### config.mk
export PLATFORM = sky130hd
export DESIGN_NAME = disp_scan_ctrl
export DESIGN_NICKNAME = d
export VERILOG_FILES = /design/src/rtl/disp_pkg.sv /design/src/rtl/disp_scan_timebase.sv /design/src/rtl/disp_scan_ctrl.sv
export SDC_FILE = /design/constraint.sdc
export NUM_CORES = 1
export LEC_CHECK = 0
export ABC_AREA = 1
export CAP_MARGIN = 20
export CELL_PAD_IN_SITES_DETAIL_PLACEMENT = 1
export CELL_PAD_IN_SITES_GLOBAL_PLACEMENT = 2
export CORE_MARGIN = 1.5
export CORE_UTILIZATION = 35
export DETAILED_ROUTE_END_ITERATION = 12
export GPL_ROUTABILITY_DRIVEN = 0
export MAX_ROUTING_LAYER = met4
export PLACE_DENSITY_LB_ADDON = 0.1
export SLEW_MARGIN = 40
export SYNTH_ARGS = -nofsm -noshare
export SYNTH_HDL_FRONTEND = slang
export SYNTH_SLANG_ARGS = --single-unit
export TNS_END_PERCENT = 1
### constraint.sdc
create_clock -name clock -period 5.1 [get_ports clock]
set_clock_uncertainty 0.1 [all_clocks]
set_input_delay 1.02 -clock clock [delete_from_list [all_inputs] [get_ports clock]]
set_output_delay 1.02 -clock clock [all_outputs]
set_load 0.01 [all_outputs]
### src/rtl/disp_pkg.sv
// disp_pkg: shared constants, types and nibble helpers for the display scan controller.
package disp_pkg;
    localparam int N_DIGITS = 8;
    localparam int N_PHASES = 16;
    typedef enum logic [1:0] {GAP, ON, OFF} scan_state_t;
    typedef logic [2:0] digit_idx_t;
    function automatic logic [3:0] nib(input logic [31:0] w, input digit_idx_t d);
        return w[{d, 2'b00} +: 4];
    endfunction
    function automatic logic upper_zero(input logic [31:0] w, input digit_idx_t d);
        return (w >> {d, 2'b00}) == 32'd0;
    endfunction
endpackage

### src/rtl/disp_scan_timebase.sv
// disp_scan_timebase: cycle/phase/digit counters with phase, slot and frame strobes.
module disp_scan_timebase #(
    parameter int PHASE_CYCLES = 6250,
    parameter int N_DIGITS = 8
) (
    input  logic       clock,
    input  logic       reset,
    output logic [3:0] phase,
    output logic [2:0] digit,
    output logic       phase_step,
    output logic       slot_end,
    output logic       frame_wrap
);
    import disp_pkg::*;
    localparam int PCW = PHASE_CYCLES > 1 ? $clog2(PHASE_CYCLES) : 1;
    logic [PCW-1:0] pc;
    assign phase_step = pc == PCW'(PHASE_CYCLES - 1);
    assign slot_end = phase_step && phase == 4'(N_PHASES - 1);
    assign frame_wrap = slot_end && digit == 3'(N_DIGITS - 1);
    always_ff @(posedge clock or posedge reset) begin
        if (reset) begin
            pc <= '0;
            phase <= 4'd0;
            digit <= 3'd0;
        end else begin
            pc <= phase_step ? '0 : pc + 1'b1;
            if (phase_step) phase <= phase + 4'd1;
            if (slot_end) digit <= digit + 3'd1;
        end
    end
endmodule

### src/rtl/disp_scan_ctrl.sv
// disp_scan_ctrl: 8-digit multiplexed display scan scheduler with PWM brightness,
// ghost gap, leading-zero blanking and frame-synchronous word updates.
module disp_scan_ctrl #(
    parameter int PHASE_CYCLES = 6250,
    parameter int N_DIGITS = 8
) (
    input  logic        clock,
    input  logic        reset,
    input  logic [31:0] value_in,
    input  logic        value_valid,
    output logic        value_ready,
    input  logic [7:0]  digit_en,
    input  logic        lz_suppress,
    input  logic [3:0]  bright,
    output logic [7:0]  anodes,
    output logic [3:0]  nibble,
    output logic [2:0]  digit_sel,
    output logic        frame_done
);
    import disp_pkg::*;
    logic [3:0] phase;
    logic [2:0] digit;
    logic phase_step, slot_end, frame_wrap;
    disp_scan_timebase #(.PHASE_CYCLES(PHASE_CYCLES), .N_DIGITS(N_DIGITS)) u_timebase (
        .clock(clock),
        .reset(reset),
        .phase(phase),
        .digit(digit),
        .phase_step(phase_step),
        .slot_end(slot_end),
        .frame_wrap(frame_wrap)
    );
    scan_state_t state, state_nx;
    logic [31:0] shadow, pending;
    logic pending_full, wrap_q, lit;
    logic [3:0] phase_nx;
    assign value_ready = !pending_full;
    assign phase_nx = phase + 4'd1;
    // State always describes the phase the counters are currently in.
    always_comb begin
        state_nx = state;
        lit = 1'b0;
        if (phase_step)
            case (state)
                GAP: state_nx = bright != 4'd0 ? ON : OFF;
                ON: state_nx = slot_end ? GAP : (phase_nx > bright ? OFF : ON);
                default: state_nx = slot_end ? GAP : OFF;
            endcase
        if (state == ON && digit_en[digit])
            lit = !(lz_suppress && digit != 3'd0 && upper_zero(shadow, digit));
    end
    always_ff @(posedge clock or posedge reset) begin
        if (reset) begin
            state <= GAP;
            shadow <= 32'd0;
            pending <= 32'd0;
            pending_full <= 1'b0;
            wrap_q <= 1'b0;
            anodes <= 8'hFF;
            nibble <= 4'd0;
            digit_sel <= 3'd0;
            frame_done <= 1'b0;
        end else begin
            state <= state_nx;
            if (value_valid && value_ready) begin
                pending <= value_in;
                pending_full <= 1'b1;
            end else if (frame_wrap && pending_full) begin
                shadow <= pending;
                pending_full <= 1'b0;
            end
            // Two stages so the pulse lines up with the first registered digit-0 output.
            wrap_q <= frame_wrap;
            frame_done <= wrap_q;
            anodes <= lit ? ~(8'd1 << digit) : 8'hFF;
            nibble <= nib(shadow, digit);
            digit_sel <= digit;
        end
    end
endmodule

**Yosys cells after proc, flatten, opt, wreduce, memory -nomap -nowiden**

Index checks and enable logic that the tools add are counted.

- Flip-flop bits (word level): 104
- Logic and storage cells: 53
- Input port bits: 48

- Magnitude comparators: 2
- Bitwise operators: 2
- Reductions and logical operators: 15
- Muxes and demuxes: 12
- Equality and inequality tests: 4
- Add/subtract/negate cells: 3
- Shift-type cells: 3

Operators by type and width:

| operator | number |
|---|---|
| $logic_not 32->1 | 1 |
| $shiftx 32x6->4 | 1 |
| $shr 32x5->32 | 1 |
| $add 13x1->13 const B | 1 |
| $eq 13x13->1 const B | 1 |
| $mux 13 | 1 |
| $mux 2 | 4 |
| $mux 8 | 1 |
| $not 8->8 | 1 |
| $shl 1x3->8 const A | 1 |
| $logic_and 1x1->1 | 7 |
| $add 4x1->4 const B | 1 |
| $eq 4x4->1 const B | 1 |
| $gt 4x4->1 | 1 |
| $lt 3x4->1 const B | 1 |
| $mux 1 | 4 |
| $pmux 2 s2 | 1 |
| $reduce_bool 4->1 | 1 |
| $add 3x1->3 const B | 1 |
| $bmux 1 s3 | 1 |
| $eq 3x3->1 const B | 1 |
| $reduce_bool 3->1 | 1 |
| $eq 2x1->1 const B | 1 |
| $logic_not 1->1 | 2 |
| other kinds (4) | 4 |

**Longest topological paths before layout**

- Depth after elaboration: 6
- Gate-level depth with buffers: 14
- Mapped depth without buffers: 13

**Modules after synthesis**

Synthesis repeated with hierarchy kept, for this count alone.

- Cell total of the unflattened synthesis: 675
- Area total of the unflattened synthesis: 5,221.3 µm²

Modules (own cells, without submodules):

| module | area each (µm²) | instances | cells an instance |
|---|---|---|---|
| disp_scan_ctrl | 3,992.6 | 1 | 509 |
| disp_scan_timebase | 1,228.7 | 1 | 166 |

**Least setup slack after synthesis**

OpenSTA, ideal clock, no wires.

- Path type: in2reg
- From: input port bright[1]
- To: register state[0]
- Data required time: 4.913 ns
- Setup slack: 3.028 ns
- Library setup time: 0.087 ns
- Cell stages on the path: 8
- Arrival: 1.885 ns
- Cell sequence: inv_1 ha_1 inv_1 nor2_1 o21ai_0 a21oi_1 nand3b_1 a22oi_1

- Cells in the longest elaborated chain, start to end: 4
- Elaborated cells on any way between the ends: 6

RTL lines:

| element | RTL line | RTL |
|---|---|---|
| start, declared | disp_scan_ctrl.sv:14 | `input logic [3:0] bright,` |
| $gt 4x4->1 | disp_scan_ctrl.sv:46 | `ON: state_nx = slot_end ? GAP : (phase_nx > bright ? OFF : ON);` |
| $mux 2 (2 in a row) | disp_scan_ctrl.sv:46 |  |
| $pmux 2 s2 * | disp_scan_ctrl.sv:44 | `case (state)` |
| end signal, assigned | disp_scan_ctrl.sv:64 | `state <= state_nx;` |
| end, declared | disp_scan_ctrl.sv:33 | `scan_state_t state, state_nx;` |

Mark *: on every way between the ends. The rest lies on a longest branch, timed or not.
A chain may end at the register's enable or synchronous reset.

**Final worst setup path**

- From: register u_timebase.digit[1]
- To: register anodes[4]

- Cells in the longest elaborated chain, start to end: 6
- Elaborated cells on any way between the ends: 13

RTL lines:

| element | RTL line | RTL |
|---|---|---|
| start, declared | disp_scan_timebase.sv:9 | `output logic [2:0] digit,` |
| start signal, assigned | disp_scan_timebase.sv:28 | `if (slot_end) digit <= digit + 3'd1;` |
| $shr 32x5->32 / $reduce_bool 3->1 (equally long branches) | disp_pkg.sv:11, disp_scan_ctrl.sv:50 |  |
| $logic_not 32->1 / $logic_and 1x1->1 (equally long branches) | disp_pkg.sv:11, disp_scan_ctrl.sv:50 |  |
| $logic_and 1x1->1 | disp_scan_ctrl.sv:50 | `lit = !(lz_suppress && digit != 3'd0 && upper_zero(shadow, digit));` |
| $logic_not 1->1 | disp_scan_ctrl.sv:50 |  |
| $mux 1 | disp_scan_ctrl.sv:49 | `if (state == ON && digit_en[digit])` |
| $mux 8 * | disp_scan_ctrl.sv:75 | `anodes <= lit ? ~(8'd1 << digit) : 8'hFF;` |
| end signal, assigned | disp_scan_ctrl.sv:75 |  |
| end, declared | disp_scan_ctrl.sv:15 | `output logic [7:0] anodes,` |

Mark *: on every way between the ends. The rest lies on a longest branch, timed or not. The select of a mux whose other input is x is not followed.

==> summary.txt <==
Outcome
  • Outcome: complete, but fails checks
  • Failing checks: design-rule violations

STA
  • Final period util: between 50 and 60%
  • Final critical-path required period: ~2.7 ns
  • FMAX: 0.372 GHz
  • Max Transition Viols Final: 0
  • Final hold violations: 0
  • Final setup margin: 2.41 ns
  • Actual slew at the worst max-slew pin: 0.818 ns
  • Max_slew headroom: 45.5%
  • Setup TNS: 0 ns
  • # setup viols final: 0
  • RSZ-0062 raised after global routing: false

Critical path
  • RR Startpoint: u_timebase.digit[1]
  • Arr. time, crit path: around 2.9 ns
  • Slowest CP cell: dfrtp_1
  • Critical path launch point type: flip-flop
  • Worst Path Max Fanout: 24
  • CP max stage delay: 0.88 ns
  • Kind of critical path: flip-flop to flip-flop
  • Critical path, cell by cell: inv_1, ha_1, nor2_1, nand2_1, nor2_1, nand3_1, nand2_1, nand2_2, nand3_1
  • WP data required: between 5 and 6 ns
  • Setup crit start: u_timebase.digit[1]
  • CP endpoint kind: flip-flop

Synthesis
  • Seq/Total Area, Yosys: roughly half
  • Post-synthesis net count: 720
  • Number of synthesized flops with an enable pin: 0
  • Yosys reg bits: 104
  • Yosys cell types: 38
  • Main synth FF type: dfrtp_1
  • Syn. warnings: 0
  • Synth Instances: ~660
  • Top-area cell type share of the netlist area: roughly 45%
  • Mean Syn Cell Area: ~8 um2
  • Post-synth top area cell: dfrtp_1
  • Post-synthesis async set-or-reset flop share: 100%
  • Synth area leaders: dfrtp_1 45%, nand2_1 13%, inv_1 6.5%
  • Mapped cell area: approximately 5300 um2

Clock network
  • Clk root buf: clkbuf_16
  • H-tree depth: 3
  • Post-CTS sizing: 0
  • Clk pin slew, worst setup/hold paths: 0.07 ns
  • Inserted Clock Buffers: 9
  • Max Root-Sink Buffers: 2
  • Postcts setup bufs: 0
  • Post-CTS Hold Buffers: 0
  • Worst skew pair latency: 0.35 ns
  • Clk sink count: 104
  • CTS tree: built

Power
  • Clock network power share: 42.3%
  • Net Switching: approximately 0.00038 W
  • Peak VDD IR: 176 uV
  • Sw Share: 22.9%
  • Combinational group share of total power: 6.1%
  • Internal power: approximately 0.0013 W
  • Pleak: 3.18 nW
  • Total power: 0.00167 W
  • Flop pwr share: 51.7%
  • PwrDens: ~260 nW/um2

Global routing
  • All-Layer GR Usage: 17.4%
  • Overflow after GRT: 0
  • First-pass GRT wire length: approximately 22000 um
  • Vias in the first global route: 4434
  • Initial antenna violation count: 0
  • Pin count of the biggest net entering global routing: 77

Final layout
  • Area growth syn-to-layout: 19.8%
  • Post-Route Utilization: a little over two fifths
  • Layout cells sized above 1: 9.09%
  • Number of inserted diodes: 0
  • Final nets: 771

Die
  • CORE AREA: roughly 15000 um2
  • Die width: 126 um
  • Initial core utilization: 36.1%
  • Ports: 65
  • Row cnt: 44
  • Die area: 15800 um2
  • Die Span Y: 126 um

Flow run
  • Max-cap violations: 0

Placed design
  • IO Port Bufs: 64
  • Dpl hpwl: 9030 um
  • Post-Place Worst Slack: between 2 and 2.5 ns

Detailed routing
  • Routed length per instance: 13.9 um
  • DRT iter0 DRCs: 167
  • Vias per Instance: 4.71
  • Via count: 4234
  • Post-Route WL: 12500 um
  • Drt first pass iters: 10
  • Antenna Violating Nets Remaining: 0
  • # DRC: 3

Min path
  • Worst Hold Class: flip-flop to flip-flop
  • Hold Crit Start: wrap_q
==> layout make-up <==
type / instances / area, um2
fillers: 1785 / 8310
flip-flops and latches: 104 / 2610
multi-input cells: 435 / 2170
repair buffers: 67 / 663
inverters: 93 / 355
well taps: 184 / 230
clock buffers: 10 / 229
clock inverters: 6 / 68.8
==> power by group through the flow <==
| stage | Clock, W | Combinational [W] | Sequential (W) |
|---|---|---|---|
| final | 0.000704 | 0.000101 | 0.000861 |
| after global routing | 0.000756 | 0.000116 | 0.000864 |
| after CTS | 0.000724 | 0.000105 | 0.000861 |
| after detailed placement | 0 | 0.000105 | 0.000877 |
| after global placement | 0 | 0.000101 | 0.000876 |
| after floorplan | 0 | 0.0000509 | 0.000875 |
==> synth_stat cells (all sizes together), types with 2 or more instances <==
cell	number
nand3b	2
nor4	2
xor2	4
dfrtp	96
dfstp	8
ha	13
o21ai	58
nor2	79
or2	2
a21oi	37
nor3	2
nand2	180
nand4	4
inv	92
nand3	42
buf	14
clkbuf	13
==> final timing paths <==
| check | to | slack (ns) | cells after the start |
|---|---|---|---|
| max in group asynchronous | anodes[7] | 2.90 | 3 |
| worst max register to register | anodes[4] | 2.41 | 9 |
| min in group asynchronous | shadow[8] | 1.07 | 2 |
| worst min-delay path | frame_done | 0.25 | 0 |
| worst min register to register | frame_done | 0.25 | 0 |
| worst max-delay path | anodes[4] | 2.41 | 9 |
==> per-stage QoR <==
step	area, um2	hold WS (ns)	std cells
after floorplan	5280	0.231	659
after global placement	6030	0.238	883
after detailed placement	6030	0.236	883
after CTS	6330	0.251	899
after global routing	6330	0.261	899
final	6330	0.247	899
==> routing by layer <==
| metal | share of wire [%] | GRT usage (%) |
|---|---|---|
| met2 | 47 | 28.2 |
| met5 | 0 | - |
| met1 | 49 | 22.5 |
| met3 | 2.5 | 2.63 |
| met4 | 1.4 | 5.48 |
==> cells by family after synthesis <==
family | synth area share (%)
AND/OR/NAND/NOR | 25.1
buffers and inverters | 9.64
flip-flops | 49.4
AO/OA/AOI/OAI | 11.7
adder cells (fa/ha/maj) | 3.08
XOR/XNOR | 0.829
multiplexers | 0.213
==> state kept, by name (all words and copies together) (netlist names) <==
register and count:
u_timebase.pc 13, state 2, pending_full 1, nibble 4
wrap_q 1, u_timebase.digit 3, digit_sel 3, pending 32
u_timebase.phase 4, shadow 32, anodes 8, frame_done 1
==> placed cells by master (no fill, tap or decap), types with 2 or more instances in the layout <==
cell,instances
ha_1,13
nand2_2,2
o21ai_0,24
nor3_1,2
nand3_1,41
clkbuf_16,9
inv_6,2
dfstp_2,8
clkinv_4,2
clkinv_2,2
xor2_1,4
nor2_4,2
o21ai_2,23
a21oi_1,37
buf_4,3
dfrtp_1,96
o21ai_1,11
or2_2,2
nor2_1,77
clkdlybuf4s50_1,64
nand4_1,3
inv_1,90
nand3b_1,2
nand2_1,177
==> critical path, delay by kind of cell (launching register included) <==
family        cells  cell delay, ns
fa+ha+maj         1            0.39
buf+inv           1            0.57
flops             1            0.88
simple gates      7            0.68
(Power assumes the default switching activity.)
